File: src/rtl/rom_region_loader.sv
// Purpose : parses a ROM download byte stream (id, 24-bit BE length, payload)
//           into 16-bit little-endian write requests, a board config word and
//           a done/error status.
// Latency : a word request appears one cycle after the strobe of its odd byte
//           (or of the final byte of an odd-length chunk).
// Backpressure: ioctl_wait mirrors out_valid. A byte strobed while it is high
//           is lost and the loader stops in ERROR.
//
// Ports:
//   clk, reset_n                     clock, asynchronous active-low reset
//   ioctl_download/_wr/_dout/_wait   downloader byte stream and stall request
//   out_valid/out_ready              write request handshake
//   out_addr/out_data/out_be/out_storage   write request fields
//   board_cfg/cfg_valid              config word from the 8'h80 chunk
//   load_done/load_error             download status, held until the next download
//
// Build option: define LOADER_CHECKSUM_EN to expect one trailing byte after each
// payload and config chunk, equal to the 8-bit sum of that chunk's payload bytes.

package rom_region_loader_pkg;

    typedef enum logic [3:0] {
        STORAGE_SDR  = 4'd0,
        STORAGE_DDR  = 4'd1,
        STORAGE_BRAM = 4'd2
    } region_storage_t;

    typedef struct packed {
        logic [7:0] game;
        logic [7:0] unused;
    } board_cfg_t;

    typedef struct packed {
        logic [31:0]     base_addr;
        region_storage_t storage;
    } load_region_t;

    localparam logic [7:0] GAME_THUNDFOX = 8'h03;
    localparam logic [7:0] ID_CFG        = 8'h80;
    localparam logic [7:0] ID_END        = 8'hFF;

    // LOAD_REGIONS table: destination of each payload chunk id.
    function automatic load_region_t load_region(input logic [7:0] id);
        load_region_t r;
        case (id)
            8'd0:    r = '{base_addr: 32'h0000_0000, storage: STORAGE_SDR};
            8'd1:    r = '{base_addr: 32'h0090_0000, storage: STORAGE_SDR};
            8'd2:    r = '{base_addr: 32'h0000_0000, storage: STORAGE_DDR};
            8'd3:    r = '{base_addr: 32'h0020_0000, storage: STORAGE_DDR};
            8'd4:    r = '{base_addr: 32'h0000_0000, storage: STORAGE_BRAM};
            8'd5:    r = '{base_addr: 32'h0001_0000, storage: STORAGE_BRAM};
            default: r = '{base_addr: 32'h0000_0000, storage: STORAGE_SDR};
        endcase
        return r;
    endfunction

endpackage

module rom_region_loader
    import rom_region_loader_pkg::*;
#(
    parameter int unsigned NUM_REGIONS = 6,
    parameter logic [23:0] MAX_LEN     = 24'h80_0000
) (
    input  logic            clk,
    input  logic            reset_n,
    input  logic            ioctl_download,
    input  logic            ioctl_wr,
    input  logic [7:0]      ioctl_dout,
    output logic            ioctl_wait,
    output logic            out_valid,
    input  logic            out_ready,
    output logic [31:0]     out_addr,
    output logic [15:0]     out_data,
    output logic [1:0]      out_be,
    output region_storage_t out_storage,
    output board_cfg_t      board_cfg,
    output logic            cfg_valid,
    output logic            load_done,
    output logic            load_error
);

    typedef enum logic [3:0] {
        IDLE,
        HDR_ID,
        HDR_LEN0,
        HDR_LEN1,
        HDR_LEN2,
        DATA,
        CFG,
`ifdef LOADER_CHECKSUM_EN
        CSUM,
`endif
        DONE,
        ERROR
    } state_t;

    // Where a chunk goes once its last payload byte (or empty header) is seen.
`ifdef LOADER_CHECKSUM_EN
    localparam state_t CHUNK_END = CSUM;
`else
    localparam state_t CHUNK_END = HDR_ID;
`endif

    state_t          state_q, state_d;
    logic            dl_q;
    logic            is_cfg_q, is_cfg_d;
    logic [23:0]     len_q, len_d;      // length bytes during header, then bytes remaining
    logic [23:0]     off_q, off_d;      // byte offset within the current chunk
    logic [7:0]      lo_q, lo_d;        // held even byte
    logic [31:0]     base_q, base_d;
    region_storage_t storage_q, storage_d;
    logic            out_valid_q, out_valid_d;
    logic [31:0]     out_addr_q, out_addr_d;
    logic [15:0]     out_data_q, out_data_d;
    logic [1:0]      out_be_q, out_be_d;
    region_storage_t out_storage_q, out_storage_d;
    board_cfg_t      board_cfg_q, board_cfg_d;
    logic            cfg_valid_q, cfg_valid_d;
    logic            load_done_q, load_done_d;
    logic            load_error_q, load_error_d;
`ifdef LOADER_CHECKSUM_EN
    logic [7:0]      csum_q, csum_d;
`endif

    logic            dl_rise;
    logic            dl_fall;
    load_region_t    region;
    logic [23:0]     len_full;
    logic [31:0]     word_addr;

    assign dl_rise   = ioctl_download & ~dl_q;
    assign dl_fall   = ~ioctl_download & dl_q;
    assign region    = load_region(ioctl_dout);
    assign len_full  = {len_q[23:8], ioctl_dout};
    // Both bytes of a word share the even offset's address.
    assign word_addr = base_q + {8'h00, off_q[23:1], 1'b0};

    always_comb begin
        state_d       = state_q;
        is_cfg_d      = is_cfg_q;
        len_d         = len_q;
        off_d         = off_q;
        lo_d          = lo_q;
        base_d        = base_q;
        storage_d     = storage_q;
        out_valid_d   = out_valid_q;
        out_addr_d    = out_addr_q;
        out_data_d    = out_data_q;
        out_be_d      = out_be_q;
        out_storage_d = out_storage_q;
        board_cfg_d   = board_cfg_q;
        cfg_valid_d   = cfg_valid_q;
        load_done_d   = load_done_q;
        load_error_d  = load_error_q;
`ifdef LOADER_CHECKSUM_EN
        csum_d        = csum_q;
`endif

        if (out_valid_q && out_ready) begin
            out_valid_d = 1'b0;
        end

        if (dl_rise) begin
            // A new download abandons whatever was in flight, including a pending word.
            state_d      = HDR_ID;
            out_valid_d  = 1'b0;
            board_cfg_d  = '0;
            cfg_valid_d  = 1'b0;
            load_done_d  = 1'b0;
            load_error_d = 1'b0;
            off_d        = '0;
        end else if (dl_fall && state_q != IDLE && state_q != DONE && state_q != ERROR) begin
            state_d = ERROR;
        end else if (ioctl_wr && out_valid_q) begin
            // Byte arrived while we were stalling: it is lost.
            state_d = ERROR;
        end else if (ioctl_wr) begin
            case (state_q)
                HDR_ID: begin
                    if (ioctl_dout == ID_END) begin
                        state_d = DONE;
                    end else if (ioctl_dout == ID_CFG) begin
                        is_cfg_d = 1'b1;
                        state_d  = HDR_LEN0;
                    end else if (32'(ioctl_dout) < NUM_REGIONS) begin
                        is_cfg_d  = 1'b0;
                        base_d    = region.base_addr;
                        storage_d = region.storage;
                        state_d   = HDR_LEN0;
                    end else begin
                        state_d = ERROR;
                    end
                end
                HDR_LEN0: begin
                    len_d[23:16] = ioctl_dout;
                    state_d      = HDR_LEN1;
                end
                HDR_LEN1: begin
                    len_d[15:8] = ioctl_dout;
                    state_d     = HDR_LEN2;
                end
                HDR_LEN2: begin
                    len_d = len_full;
                    off_d = '0;
`ifdef LOADER_CHECKSUM_EN
                    csum_d = '0;
`endif
                    if (is_cfg_q) begin
                        state_d = (len_full == 24'd2) ? CFG : ERROR;
                    end else if (len_full > MAX_LEN) begin
                        state_d = ERROR;
                    end else if (len_full == '0) begin
                        state_d = CHUNK_END;
                    end else begin
                        state_d = DATA;
                    end
                end
                DATA: begin
                    lo_d = ioctl_dout;
                    if (off_q[0]) begin
                        out_valid_d   = 1'b1;
                        out_addr_d    = word_addr;
                        out_data_d    = {ioctl_dout, lo_q};
                        out_be_d      = 2'b11;
                        out_storage_d = storage_q;
                    end else if (len_q == 24'd1) begin
                        // Last byte of an odd-length chunk goes out alone.
                        out_valid_d   = 1'b1;
                        out_addr_d    = word_addr;
                        out_data_d    = {8'h00, ioctl_dout};
                        out_be_d      = 2'b01;
                        out_storage_d = storage_q;
                    end
                    off_d = off_q + 24'd1;
                    len_d = len_q - 24'd1;
`ifdef LOADER_CHECKSUM_EN
                    csum_d = csum_q + ioctl_dout;
`endif
                    if (len_q == 24'd1) begin
                        state_d = CHUNK_END;
                    end
                end
                CFG: begin
                    if (!off_q[0]) begin
                        board_cfg_d.game = ioctl_dout;
                    end else begin
                        board_cfg_d.unused = ioctl_dout;
                        cfg_valid_d        = 1'b1;
                        state_d            = CHUNK_END;
                    end
                    off_d = off_q + 24'd1;
`ifdef LOADER_CHECKSUM_EN
                    csum_d = csum_q + ioctl_dout;
`endif
                end
`ifdef LOADER_CHECKSUM_EN
                CSUM: begin
                    // Words already emitted from a bad chunk stay emitted.
                    state_d = (ioctl_dout == csum_q) ? HDR_ID : ERROR;
                end
`endif
                default: ; // IDLE, DONE, ERROR ignore bytes
            endcase
        end

        if (state_d == DONE) begin
            load_done_d = 1'b1;
        end
        if (state_d == ERROR) begin
            load_error_d = 1'b1;
        end
        if (state_d == DONE || state_d == ERROR) begin
            out_valid_d = 1'b0;
        end
    end

    always_ff @(posedge clk or negedge reset_n) begin
        if (!reset_n) begin
            state_q       <= IDLE;
            dl_q          <= 1'b0;
            is_cfg_q      <= 1'b0;
            len_q         <= '0;
            off_q         <= '0;
            lo_q          <= '0;
            base_q        <= '0;
            storage_q     <= STORAGE_SDR;
            out_valid_q   <= 1'b0;
            out_addr_q    <= '0;
            out_data_q    <= '0;
            out_be_q      <= '0;
            out_storage_q <= STORAGE_SDR;
            board_cfg_q   <= '0;
            cfg_valid_q   <= 1'b0;
            load_done_q   <= 1'b0;
            load_error_q  <= 1'b0;
`ifdef LOADER_CHECKSUM_EN
            csum_q        <= '0;
`endif
        end else begin
            state_q       <= state_d;
            dl_q          <= ioctl_download;
            is_cfg_q      <= is_cfg_d;
            len_q         <= len_d;
            off_q         <= off_d;
            lo_q          <= lo_d;
            base_q        <= base_d;
            storage_q     <= storage_d;
            out_valid_q   <= out_valid_d;
            out_addr_q    <= out_addr_d;
            out_data_q    <= out_data_d;
            out_be_q      <= out_be_d;
            out_storage_q <= out_storage_d;
            board_cfg_q   <= board_cfg_d;
            cfg_valid_q   <= cfg_valid_d;
            load_done_q   <= load_done_d;
            load_error_q  <= load_error_d;
`ifdef LOADER_CHECKSUM_EN
            csum_q        <= csum_d;
`endif
        end
    end

    assign out_valid   = out_valid_q;
    assign ioctl_wait  = out_valid_q;
    assign out_addr    = out_addr_q;
    assign out_data    = out_data_q;
    assign out_be      = out_be_q;
    assign out_storage = out_storage_q;
    assign board_cfg   = board_cfg_q;
    assign cfg_valid   = cfg_valid_q;
    assign load_done   = load_done_q;
    assign load_error  = load_error_q;

endmodule

File: config.mk
export PLATFORM = sky130hd
export DESIGN_NAME = rom_region_loader
export DESIGN_NICKNAME = d
export VERILOG_FILES = /design/src/rtl/rom_region_loader.sv
export SDC_FILE = /design/constraint.sdc
export NUM_CORES = 1
export LEC_CHECK = 0
export BUFFER_PORTS_ARGS = -buffer_cell sky130_fd_sc_hd__buf_2
export CORE_ASPECT_RATIO = 1.5
export CORE_MARGIN = 4
export CORE_UTILIZATION = 50
export CTS_CLUSTER_DIAMETER = 50
export DETAILED_ROUTE_END_ITERATION = 7
export PLACE_DENSITY = 0.7
export RECOVER_POWER = 50
export SKIP_CTS_REPAIR_TIMING = 1
export SYNTH_ARGS = -nofsm -noshare
export SYNTH_HDL_FRONTEND = slang
export SYNTH_SLANG_ARGS = --single-unit
export TNS_END_PERCENT = 50
File: constraint.sdc
create_clock -name clk -period 3.75 [get_ports clk]
set_input_delay 0.375 -clock clk [delete_from_list [all_inputs] [get_ports clk]]
set_output_delay 0.375 -clock clk [all_outputs]
set_load 0.01 [all_outputs]
After elaboration in Yosys (flattened, before gate mapping):

Cells that the tools add are included.

* register bits after elaboration: 172
* bits of input ports: 13
* output and inout bits: 75
* logic and storage cells: 144

* add/subtract/negate cells: 3
* $lt $le $gt $ge: 2
* equal/unequal tests: 22
* multiplexer cells: 58
* bitwise gates (word level): 9
* reduce and logical (&&, ||, !) cells: 30

Operator list (number)
* case mux 28 bit (5 select lines): 1
* two-way mux 16 bit: 7
* two-way mux 24 bit: 4
* two-way mux 32 bit: 2
* two-way mux 4 bit: 14
* case mux 24 bit (2 select lines): 1
* case mux 8 bit (2 select lines): 3
* adder 32 x 24 -> 32 bit: 1
* AND reduction 5 bit: 6
* adder 24 x 1 -> 24 bit (second input constant): 1
* equality test 24 x 1 -> 1 bit (second input constant): 1
* equality test 24 x 2 -> 1 bit (second input constant): 1
* greater-than comparator 24 bit (second input constant): 1
* zero test 24 bit: 1
* case mux 4 bit (6 select lines): 1
* subtractor 24 x 1 -> 24 bit (second input constant): 1
* two-way mux 1 bit: 20
* nonzero test 2 bit: 10
* equality test 4 x 3 -> 1 bit (second input constant): 4
* equality test 8 x 2 -> 1 bit (second input constant): 2
* equality test 8 x 3 -> 1 bit (second input constant): 2
* equality test 8 bit (second input constant): 2
* two-way mux 8 bit: 2
* equality test 4 x 2 -> 1 bit (second input constant): 2
* other kinds (21): 34

Depth between registers and ports, before layout:

Gate-level depths: netlist (run 1).

* word-level depth: 12
* mapped depth: 10
* mapped depth without buffers: 8

Least setup slack after synthesis (run 1):

OpenSTA, ideal clock, no wires.

* path type: register to register
* start: register state_q[1]
* end: register off_q[16]
* library setup time: 78 ps
* arrival: 2545 ps
* required time: 3672 ps
* slack: 1127 ps
* cell stages (with the launch flop): 9
* buffers on the path: 2
* clock period less this slack: 2623 ps
* path through: dfrtp_1 -> buf_2 -> or3_4 -> a311oi_4 -> a31oi_4 -> or4b_4 -> buf_6 -> or3_1 -> a21oi_1

* cells in the longest elaborated chain, start to end: 7
* elaborated cells between the ends (all ways): 18
* classes of those cells: eq/ne: 6; mux: 5; reduce/logical: 7

RTL lines
* start: declaration: RTL line 105 `state_t state_q, state_d;`
* start signal: assignment: RTL line 301 `state_q <= state_d;`
* equality test 4 x 3 -> 1 bit: RTL line 179 `case (state_q)`
* OR reduction 2 bit (no source line)
* case mux 24 bit (2 select lines): RTL line 179
* two-way mux 24 bit: RTL line 178 `end else if (ioctl_wr) begin`
* two-way mux 24 bit: RTL line 175 `end else if (ioctl_wr && out_valid_q) begin`
* two-way mux 24 bit: RTL line 173 `end else if (dl_fall && state_q != IDLE && state_q != DONE && state_q != ERROR) begin`
* two-way mux 24 bit: RTL line 164 `if (dl_rise) begin`
* end signal: assignment: RTL line 284 `off_q <= '0;`
* end signal: assignment: RTL line 305 `off_q <= off_d;`
* end: declaration: RTL line 109 `logic [23:0] off_q, off_d;`

Parallel ways exist; a longest one is shown, timed or not. The select of a mux whose other input is x is not followed.
A chain may end at the register's enable or synchronous reset.

Worst setup path after layout (run 1):

* start: register state_q[0]
* end: register off_q[17]

The elaborated chain is that of the path after synthesis.

==> metrics, run 1 <==
first-pass GRT wire length 28300 µm; Pwr Density 610 nW/µm²; drt first pass iters 5; Starting Density 51.2%; vias in the first global route 5670; Reg clk slew, reported paths 0.06 ns; root buffer cell clkbuf_16; sequential share of the synthesized area 49.2%; Die Width 102 µm; FP Rows 51; die height 149 µm; worst skew pair latency 0.42 ns; area of the core 13000 µm²; r2r worst-path depth 7; crit share post-route 80.7%; YS warnings 0; pin slew with the least headroom to its limit 1.73 ns; worst hold path class input port to register; commonest non-fill, non-tap cell in the layout dfrtp_1; EDFF count, synth 0; DR WL/cell 17.9 µm; leakage power 3.54 nW; hpwl dp 12100 µm; setup violators final 0; Slowest cell on crit path dfrtp_1; number of H-tree levels 4; Post-synth ARST share 100%; Setup crit end kind register; RSZ-0062 raised after global routing no; Setup TNS Final 0 ns; num ports 88; GPL Wtd Cong 0.880; Yosys cell types 61; RR Startpoint state_q[0]$_DFF_PN0_; Sink Count 131; share of cells above drive strength 1 13.6%; CP Launch Type register; die area 15300 µm²; Worst Hold End dl_q$_DFF_PN0_; cell area after layout 7690 µm²; FILL cells 1175; CP arrival 3.32 ns; hold path startpoint ioctl_download; Final Max Tran Viols 134; final hold vios 0; reg-to-reg setup timing slack 0.72 ns; cell area after synthesis 6660 µm²; Max Cap Viol 2; status complete, but fails checks; Final ANT Viol Nets 0; average cell area after synthesis 9.19 µm²; synthesis-to-layout area growth 15.4%; fin nets 811; Final Critical Period 3.03 ns; failing checks capacitance limit, slew limit; Syn Inst Count 725; most frequent cells in the layout dfrtp_1, nand2_1, nor2_1; CTS Buffer Depth 2; initial antenna violation count 0; Via density 5.87; Fmax 331 MHz; GR Overflow Total 0; register bit count reported by yosys 131; via count 5643; CTS tree built; critical path class register to register; crit-path cells nand4b_1, a311oi_4, a31oi_4, nor4_2, nand4_1, xor2_1, nor2_1; Max IR drop VDD 0.336 mV; placed instance area 7150 µm²; DRC errors left 0; Diodes inserted 0; Most used DFF post-synth dfrtp_1; relative slew slack -15.5%; total global-route track usage 23.6%; Worst EP required 4.05 ns; largest net degree at the start of global routing 73; crit-path max FO 21; hold path depth 1; DRT iter0 DRCs 377; WL final 17200 µm; CTS Buf Count 17; input/output buffers 77; crit-path max cell delay 0.70 ns; Clock Skew 0.0116 ns; Critical R2R Capture off_q[17]$_DFFE_PN0P_
==> worst max-delay path, delay by kind of cell, from the launching register on <==
kind	cells	cell delay, ns
XOR/XNOR	1	0.19
flip-flops	1	0.70
AO/OA/AOI/OAI	2	0.73
AND/OR/NAND/NOR	4	1.27
==> worst max path at each step <==
stage	slack, ns	cells past startpoint	start	to
floorplan	1.13	8	state_q[1]$_DFF_PN0_	off_q[16]$_DFFE_PN0P_
global placement	0.74	8	ioctl_dout[5]	ioctl_wait$_DFF_PN0_
detailed placement	0.67	8	ioctl_dout[5]	ioctl_wait$_DFF_PN0_
CTS	0.76	7	state_q[0]$_DFF_PN0_	off_q[17]$_DFFE_PN0P_
global route	0.41	2	reset_n	dl_q$_DFF_PN0_
finish	0.72	7	state_q[0]$_DFF_PN0_	off_q[17]$_DFFE_PN0P_
==> cells by family after synthesis <==
logic type	share of synthesized area, %
buffers and inverters	4.21
AOI/OAI and AO/OA	17.2
muxes	4.06
xor gates and xnor gates	2.50
adders and majority gates	1.50
DFF	49.2
other	0.0563
and+or+nand+nor	21.3
==> cell usage after synthesis, types with 2 or more instances <==
cell type | instances | share of area, %
a21o_1 | 6 | 0.68
a21oi_1 | 30 | 2.3
a22o_1 | 18 | 2.4
a22oi_1 | 3 | 0.34
a31o_2 | 2 | 0.26
a31oi_1 | 9 | 0.84
a32oi_1 | 3 | 0.39
a41oi_1 | 3 | 0.39
and2_1 | 6 | 0.56
and3_1 | 10 | 0.94
buf_2 | 2 | 0.15
buf_4 | 11 | 1.2
clkbuf_1 | 38 | 2.1
dfrtp_1 | 131 | 49
ha_1 | 8 | 1.5
inv_1 | 9 | 0.51
mux2_2 | 8 | 1.4
mux2i_1 | 18 | 2.7
nand2_1 | 115 | 6.5
nand2b_1 | 11 | 1.0
nand3_1 | 13 | 0.98
nand3b_1 | 5 | 0.56
nand4_1 | 7 | 0.66
nor2_1 | 78 | 4.4
nor2b_1 | 6 | 0.56
nor3_1 | 18 | 1.4
nor4_1 | 11 | 1.0
o211ai_1 | 3 | 0.34
o21a_1 | 2 | 0.23
o21ai_0 | 71 | 5.3
o22a_1 | 6 | 0.79
o22ai_1 | 3 | 0.28
o31ai_1 | 5 | 0.56
or2_2 | 2 | 0.19
or3_1 | 7 | 0.66
or4_1 | 5 | 0.56
xnor2_1 | 5 | 0.66
xor2_1 | 14 | 1.8
==> state kept, by name (all words and copies together) (netlist names), 2 cells and up <==
name and cells:
out_addr 24, len_q 24, lo_q 8, out_be 2, off_q 24, state_q 4, storage_q 2, out_storage 2
base_q 3, board_cfg 16, out_data 16
==> power breakdown <==
group	internal, mW	total [mW]	switching, mW
Combinational	0.440	1.05	0.606
Sequential	1.66	1.99	0.332
Clock	1.00	1.65	0.646
==> through the flow <==
step | instances | power (mW) | hold WS [ns] | util, % | setup WS, ns
4_1_cts | 962 | 4.71 | 0.0968 | 59.5 | 0.758
2_1_floorplan | 734 | 2.71 | 0.0794 | - | 1.13
3_5_place_dp | 930 | 3.06 | 0.458 | 54.9 | 0.666
3_3_place_gp | 930 | 3.01 | 0.445 | 54.9 | 0.736
5_1_grt | 962 | 4.94 | 0.124 | 59.1 | 0.413
6_report | 962 | 4.69 | 0.128 | 59.1 | 0.725
==> area by class of cell <==
cell class | count | area [µm²] | share of cell area, %
inverters | 9 | 33.8 | 0.439
clock inverters | 14 | 155 | 2.02
flip-flops and latches | 131 | 3280 | 42.6
well taps | 159 | 199 | 2.59
clock buffers | 18 | 439 | 5.71
repair buffers | 89 | 433 | 5.63
multi-input cells | 542 | 3150 | 41.0
==> per-layer routing <==
metal | track usage (%) | wire length (µm)
met5 | 0 | 0
met2 | 42.9 | 9390
met3 | 4.40 | 707
met1 | 26.2 | 6550
met4 | 10.7 | 546
No activity file was read; power rests on OpenSTA's default activity.
==> run 2: changes to the inputs <==
==> constraint.sdc (replaced) <==
create_clock -name clk -period 2.8 [get_ports clk]
set_input_delay 0.28 -clock clk [delete_from_list [all_inputs] [get_ports clk]]
set_output_delay 0.28 -clock clk [all_outputs]
set_load 0.01 [all_outputs]
==> metrics, run 2 (same netlist as run 1, synthesis figures left out) <==
status complete, no violations; largest net degree at the start of global routing 52; setup violators final 0; Setup TNS Final 0 ns; initial antenna violation count 0; Setup crit end kind register; NetSw 2.18 mW; Final Critical Period 2.59 ns; vias in the first global route 5666; hpwl dp 12400 µm; placed instance area 7320 µm²; RSZ-0062 raised after global routing no; cell area after layout 7860 µm²; Diodes inserted 0; relative slew slack 19.1%; crit-path max cell delay 0.66 ns; number of H-tree levels 4; Worst EP required 3.14 ns; DRT iter0 DRCs 301; CP Launch Type register; FILL cells 1160; Via density 5.84; die height 149 µm; Max Cap Viol 0; leakage power 3.64 nW; critical path class register to register; Slowest cell on crit path or4b_4; first-pass GRT wire length 28300 µm; CTS tree built; most frequent cells in the layout dfrtp_1, nand2_1, nor2_1; Starting Density 51.2%; WL final 17300 µm; Max IR drop VDD 0.464 mV; num ports 88; final hold vios 0; Final ANT Viol Nets 0; total global-route track usage 23.7%; crit share post-route 92.6%; share of cells above drive strength 1 15.8%; Sink Count 131; switching power share of the total 34.6%; pin slew with the least headroom to its limit 1.21 ns; final setup margin 0.206 ns; Final Max Tran Viols 0; input/output buffers 77; root buffer cell clkbuf_16; worst hold slack 0.249 ns; Clock Skew 0.0107 ns; CTS Buffer Depth 2; area of the core 13000 µm²; fin nets 831; Fmax 386 MHz; crit-path max FO 12; CTS Buf Count 17; worst hold path class input port to register; DR WL/cell 17.6 µm; Die Width 102 µm; internal power 4.12 mW; Clock power frac 33.9%; FP Rows 51; GPL Wtd Cong 0.906; Flop pwr share 40.5%; crit-path cells or3_4, a311oi_4, a31oi_4, or4b_4, or3_1, a21oi_1; synthesis-to-layout area growth 17.9%; Reg clk slew, reported paths 0.06 ns; Setup WS pre-CTS 0.131 ns; via count 5732; commonest non-fill, non-tap cell in the layout dfrtp_1; die area 15300 µm²; Pwr Density 802 nW/µm²; GR Overflow Total 0; worst skew pair latency 0.42 ns; drt first pass iters 5; combinational share of power 25.6%; CP arrival 2.93 ns; DRC errors left 0
## run 2: cell count changes in the layout (fill, tap and decap cells not counted), moves of 2 or more
cell           change
dlygate4sd3_1      +2
inv_6              +4
buf_4             +15
buf_12             +2
clkinv_4           -2
## run 2: per-layer routing
layer / up-vias / track usage, % / part of all wire [%]
li1: 2716 / - / -
met1: 2828 / 27.2 / 39
met2: 151 / 42.2 / 54
met3: 37 / 3.98 / 3.5
met4: 0 / 11.1 / 3.4
met5: - / 0 / 0
## run 2: power groups by stage
stage | clock (mW) | combinational, mW | sequential (mW)
after CTS | 2.17 | 1.62 | 2.54
after global placement | 0 | 1.57 | 2.54
final | 2.14 | 1.61 | 2.55
after global routing | 2.26 | 1.78 | 2.61
after detailed placement | 0 | 1.61 | 2.57
after floorplan | 0 | 1.11 | 2.51
## run 2: final cells by class
cell class / count / area [µm²] / area share [%]
Timing Repair Buffer: 109 / 611 / 7.77
Inverter: 9 / 33.8 / 0.430
Clock inverter: 15 / 146 / 1.86
Clock buffer: 17 / 425 / 5.41
Sequential cell: 131 / 3280 / 41.7
Multi-Input combinational cell: 542 / 3160 / 40.3
Tap cell: 159 / 199 / 2.53
## run 2: final timing paths
| path | start | to | slack, ns | depth (start not counted) |
|---|---|---|---|---|
| worst max-delay path | state_q[1]$_DFF_PN0_ | off_q[20]$_DFFE_PN0P_ | 0.21 | 6 |
| worst min-delay path | ioctl_dout[7] | board_cfg[15]$_DFFE_PN0P_ | 0.25 | 3 |
| worst max register to register | state_q[1]$_DFF_PN0_ | off_q[20]$_DFFE_PN0P_ | 0.21 | 6 |
| worst min register to register | out_addr[9]$_DFFE_PN0P_ | out_addr[9]$_DFFE_PN0P_ | 0.47 | 2 |
| max in group asynchronous | reset_n | board_cfg[12]$_DFFE_PN0P_ | 0.48 | 3 |
| min in group asynchronous | reset_n | out_addr[15]$_DFFE_PN0P_ | 0.58 | 2 |
## run 2: critical path: cells and delay by family (launching register included)
kind / cells / cell delay, ns
simple gates: 3 / 1.42
flops: 1 / 0.41
compound gates: 3 / 0.68
## run 2: through the flow
step                instances  power (mW)  utilization [%]
CTS                       980        6.32             60.7
detailed placement        948        4.18             56.3
finish                    982        6.30             60.4
global placement          948        4.11             56.3
floorplan                 734        3.63                -
global route              982        6.65             60.4
